<file path="config.mk">
export PLATFORM = sky130hd
export DESIGN_NAME = msg_window_reg
export DESIGN_NICKNAME = d
export VERILOG_FILES = /design/src/rtl/msg_window_reg.sv
export SDC_FILE = /design/constraint.sdc
export NUM_CORES = 1
export LEC_CHECK = 0
export CAP_MARGIN = 20
export CORE_AREA = 2 2 441 443
export CTS_CLUSTER_SIZE = 24
export DETAILED_ROUTE_END_ITERATION = 8
export DIE_AREA = 0 0 443 445
export SLEW_MARGIN = 20
export SYNTH_ARGS = -nofsm -noshare
export SYNTH_HDL_FRONTEND = slang
export SYNTH_SLANG_ARGS = --single-unit
</file>
<file path="constraint.sdc">
create_clock -name CLK -period 1.6 [get_ports CLK]
set_input_delay 0.32 -clock CLK [delete_from_list [all_inputs] [get_ports CLK]]
set_output_delay 0.32 -clock CLK [all_outputs]
set_load 0.05 [all_outputs]
</file>
<file path="src/rtl/msg_window_reg.sv">
// DEPTH-deep word window for the SHA-256 message schedule: block load, serial
// shift-in with round tracking, clear and hold. Slot 0 is the oldest word.
module msg_window_reg #(
    parameter int WIDTH  = 32,
    parameter int DEPTH  = 16,
    parameter int ROUNDS = 64,
    localparam int RW    = $clog2(ROUNDS + 1)
) (
    input  logic                     CLK,
    input  logic                     RST,
    input  logic                     clear,
    input  logic                     load,
    input  logic [WIDTH*DEPTH-1:0]   block_i,
    input  logic                     shift,
    input  logic [WIDTH-1:0]         word_i,
    output logic [WIDTH*DEPTH-1:0]   window_o,
    output logic [WIDTH-1:0]         head_o,
    output logic [WIDTH-1:0]         tail_o,
    output logic [RW-1:0]            round_o,
    output logic                     full_o,
    output logic                     done_o
);

    logic [WIDTH-1:0] slot_q [DEPTH];
    logic [WIDTH-1:0] slot_d [DEPTH];
    logic [RW-1:0]    round_q;
    logic [RW-1:0]    round_d;
    logic             shift_ok;

    // Shifts stop being accepted once the schedule has produced every word.
    assign shift_ok = shift && (round_q < RW'(ROUNDS));

    always_comb begin
        slot_d  = slot_q;
        round_d = round_q;
        if (clear) begin
            for (int i = 0; i < DEPTH; i++) begin
                slot_d[i] = '0;
            end
            round_d = '0;
        end else if (load) begin
            for (int i = 0; i < DEPTH; i++) begin
                slot_d[i] = block_i[WIDTH*(DEPTH-i)-1 -: WIDTH];
            end
            round_d = RW'(DEPTH);
        end else if (shift_ok) begin
            for (int i = 0; i < DEPTH - 1; i++) begin
                slot_d[i] = slot_q[i+1];
            end
            slot_d[DEPTH-1] = word_i;
            round_d         = round_q + RW'(1);
        end
    end

    always_ff @(posedge CLK) begin
        if (RST) begin
            for (int i = 0; i < DEPTH; i++) begin
                slot_q[i] <= '0;
            end
            round_q <= '0;
        end else begin
            for (int i = 0; i < DEPTH; i++) begin
                slot_q[i] <= slot_d[i];
            end
            round_q <= round_d;
        end
    end

    genvar gi;
    generate
        for (gi = 0; gi < DEPTH; gi++) begin : g_pack
            assign window_o[WIDTH*(DEPTH-gi)-1 -: WIDTH] = slot_q[gi];
        end
    endgenerate

    assign head_o  = slot_q[0];
    assign tail_o  = slot_q[DEPTH-1];
    assign round_o = round_q;
    assign full_o  = (round_q >= RW'(DEPTH));
    assign done_o  = (round_q == RW'(ROUNDS));

endmodule

</file>
==> results.yml <==
outcome:
  status: "finished with violations"
  violations: "negative setup slack"
setup_path:
  critical_path_type: "register to output port"
  crit_arrival_ns: 1.62
  critPathLaunchType: "register"
  critPathCaptureType: "output port"
  r2r.worst_path.cells: 9
  crit_required_ns: 1.28
  worst_case_register_to_register_setup_slack_ns: -0.32
  r2r-end: "window_o[164]"
  crit-reg2reg-launch: "round_o[6]"
  critPathMaxFanout: 6
global_route:
  grt_max_degree: 43
  wire_length_of_the_first_global_routing_pass_um: 263000
  grt-ovfl-total: 0
  antenna_violations_before_repair: 56
  grt_use_total_pct: 19.6
  first_global_vias: 28800
synthesis:
  synth_seq_cells: 519
  netlist.area_leader.share_pct: 39.3
  seq_area_frac_synth_pct: 39.3
  yosys.cell_types.count: 27
  async_flop_share_pct: 0
  yosysWarningCount: 0
  dominantRegCellSynth: "sky130_fd_sc_hd__dfxtp_1"
  synthesis.area_per_instance_um2: 10.8
  synth.net_count: 2993
  cell_type_with_the_highest_aggregate_area_in_the_netlist: "sky130_fd_sc_hd__dfxtp_1"
  synth_most_common_cell: "sky130_fd_sc_hd__dfxtp_1"
  synth_enable_flop_cells: 0
  synth.top_cells.by_count: "519 x sky130_fd_sc_hd__dfxtp_1, 514 x sky130_fd_sc_hd__nor3_1, 513 x sky130_fd_sc_hd__mux2i_1"
  biggest_area_contributors_in_the_synthesized_netlist: "sky130_fd_sc_hd__dfxtp_1 39%, sky130_fd_sc_hd__a211oi_2 23%, sky130_fd_sc_hd__mux2i_1 19%, sky130_fd_sc_hd__nor3_1 9.7%, sky130_fd_sc_hd__buf_2 3.8%"
  synthesis.instances: 2442
  synth_area_um2: 26400
timing:
  grt_setup_unrepaired: "true"
  setup_violations: 526
  timing.final.max_slew_violations: 0
  finalHoldViolations: 0
  slew-limit-headroom_pct: 60.0
  period_needed_ns: 1.94
  finalClockSkew_ns: 0.0253
  layout_worst_path_cycle_share_pct: 121
  tightestPinTransition_ns: 0.583
  clock.fmax_mhz: 515
  post-route-worst-setup-slack_ns: -0.343
floorplanning:
  floorplan.initialDensity_pct: 13.8
  core_um2: 192000
  fp-row-count: 161
  die_x_um: 443
  chipHeight_um: 445
  io_pins: 1134
  die_area_um2: 197000
detailed_routing:
  final_antenna_net_count: 0
  wl_um: 215000
  drt-pass1-iter-count: 5
  initialDrtViolationCount: 2269
  post_drt_via_cell_ratio: 4.31
  vias: 29300
  remaining_drc_errors: 0
  wl_per_cell_um: 31.6
placement:
  portBuffers: 1133
  place_congestion: 0.948
  post-dp-hpwl_um: 156000
  dp_worst_setup_slack_ns: -0.608
min_path:
  holdPathStages: 3
  min_from: "block_i[472]"
  hold_class: "input pin to register"
  hold_path_end: "window_o[472]"
final_layout:
  multi_input_area_um2: 14700
  layout.nets: 4738
  fillers: 19300
  area.growth.synth_to_final_pct: 121
  seqCellArea_um2: 12100
  post_route_cells_drive_above_1_share_pct: 62.7
flow_run:
  drv.max_cap_violation_count: 0
cts:
  cts_inserted_buffers: 71
  clock-sinks: 519
  tritoncts_clock_tree: "yes"
  path_clk_slew_ns: 0.06
  clock_tree.buffer_depth: 3
  clock_root_buffer: "sky130_fd_sc_hd__clkbuf_16"
  cts-htree-levels: 3
  worst_skew_pair_later_pin_latency_ns: 0.70
  cts_hold_repair.buffers: 0
power:
  leakage_nw: 22.9
  worst_ir_drop_vdd_uv: 698
  p_total_mw: 45.0
  power_density_nw_per_um2: 769
[how the worst max path moves through the flow]
stage / start / end / slack [ns] / cells past startpoint
finish: round_o[6] / full_o / -0.34 / 3
detailed placement: load / window_o[196] / -0.61 / 6
floorplan: round_o[2] / round_o[5] / 0.006 / 3
global route: round_o[0] / done_o / -0.44 / 5
CTS: round_o[1] / done_o / -0.46 / 5
global placement: load / window_o[173] / -0.62 / 6
[sequential cells by signal, summed over array words and instances (netlist names)]
signal	count
head_o	32
round_o	7
tail_o	32
window_o	448
[critical path: stages (launching register included)]
cell,delay [ns]
sky130_fd_sc_hd__dfxtp_2,0.32
sky130_fd_sc_hd__buf_6,0.13
sky130_fd_sc_hd__or3_4,0.32
sky130_fd_sc_hd__buf_6,0.16
[placed cells by master (no fill, tap or decap), types with 18 or more instances in the layout]
cell                                n
sky130_fd_sc_hd__clkbuf_16        126
sky130_fd_sc_hd__buf_6             46
sky130_fd_sc_hd__diode_2           26
sky130_fd_sc_hd__dfxtp_2           81
sky130_fd_sc_hd__nor3_1           476
sky130_fd_sc_hd__buf_4            674
sky130_fd_sc_hd__buf_16            23
sky130_fd_sc_hd__nor3_2            18
sky130_fd_sc_hd__clkdlybuf4s50_1  547
sky130_fd_sc_hd__nor3_4            20
sky130_fd_sc_hd__mux2i_1          513
sky130_fd_sc_hd__buf_12           569
sky130_fd_sc_hd__buf_8            107
sky130_fd_sc_hd__a211oi_2         503
sky130_fd_sc_hd__dfxtp_4          437
[power breakdown]
| part | internal, mW | switching [mW] |
|---|---|---|
| logic | 6.79 | 7.15 |
| registers | 13.2 | 1.01 |
| clock network | 9.72 | 7.16 |
| total | 29.7 | 15.3 |
[cells by family after synthesis]
family / synth area share [%]
mux: 19.4
xor+xnor: 0.0663
buf+inv: 7.19
fa+ha+maj: 0.0946
compound gates: 23.8
simple gates: 10.2
flops: 39.3
[stage by stage]
stage / instances / util, % / setup TNS (ns) / cell area (µm²) / hold slack [ns]
global placement: 6128 / 24.7 / -242.53 / 47500 / 0.564
floorplan: 2442 / - / 0 / 26500 / 0.528
detailed placement: 6128 / 24.7 / -242.37 / 47500 / 0.574
CTS: 6659 / 28.9 / -82.17 / 55500 / 0.205
finish: 6797 / 30.5 / -105.23 / 58600 / 0.284
global route: 6793 / 30.5 / -146.68 / 58600 / 0.249
[repair_timing]
action                      CTS  global route
pin swaps                     4            61
setup buffers               399            35
setup endpoints to repair   586           804
gates cloned                  2            79
gates resized for setup    1145           207
[routing by layer]
| metal | global-route usage, % | vias to the layer above | share of wire, % |
|---|---|---|---|
| met3 | 6.41 | 336 | 8.5 |
| met1 | 20.9 | 14700 | 36 |
| met5 | 0 | - | 0.028 |
| li1 | - | 12900 | - |
| met4 | 9.00 | 10 | 4.7 |
| met2 | 34.9 | 1446 | 51 |
[cell type report]
cell class                 instances  share of cell area (%)
antenna                           26                   0.111
clock buffer                     103                    3.51
clock inverter                    28                   0.652
inverter                           3                  0.0235
multi-input combinational       1571                    25.1
sequential                       519                    20.7
tap                             2526                    5.40
timing repair buffer            2021                    44.5
Note: power is estimated with default switching activity, not from simulation.
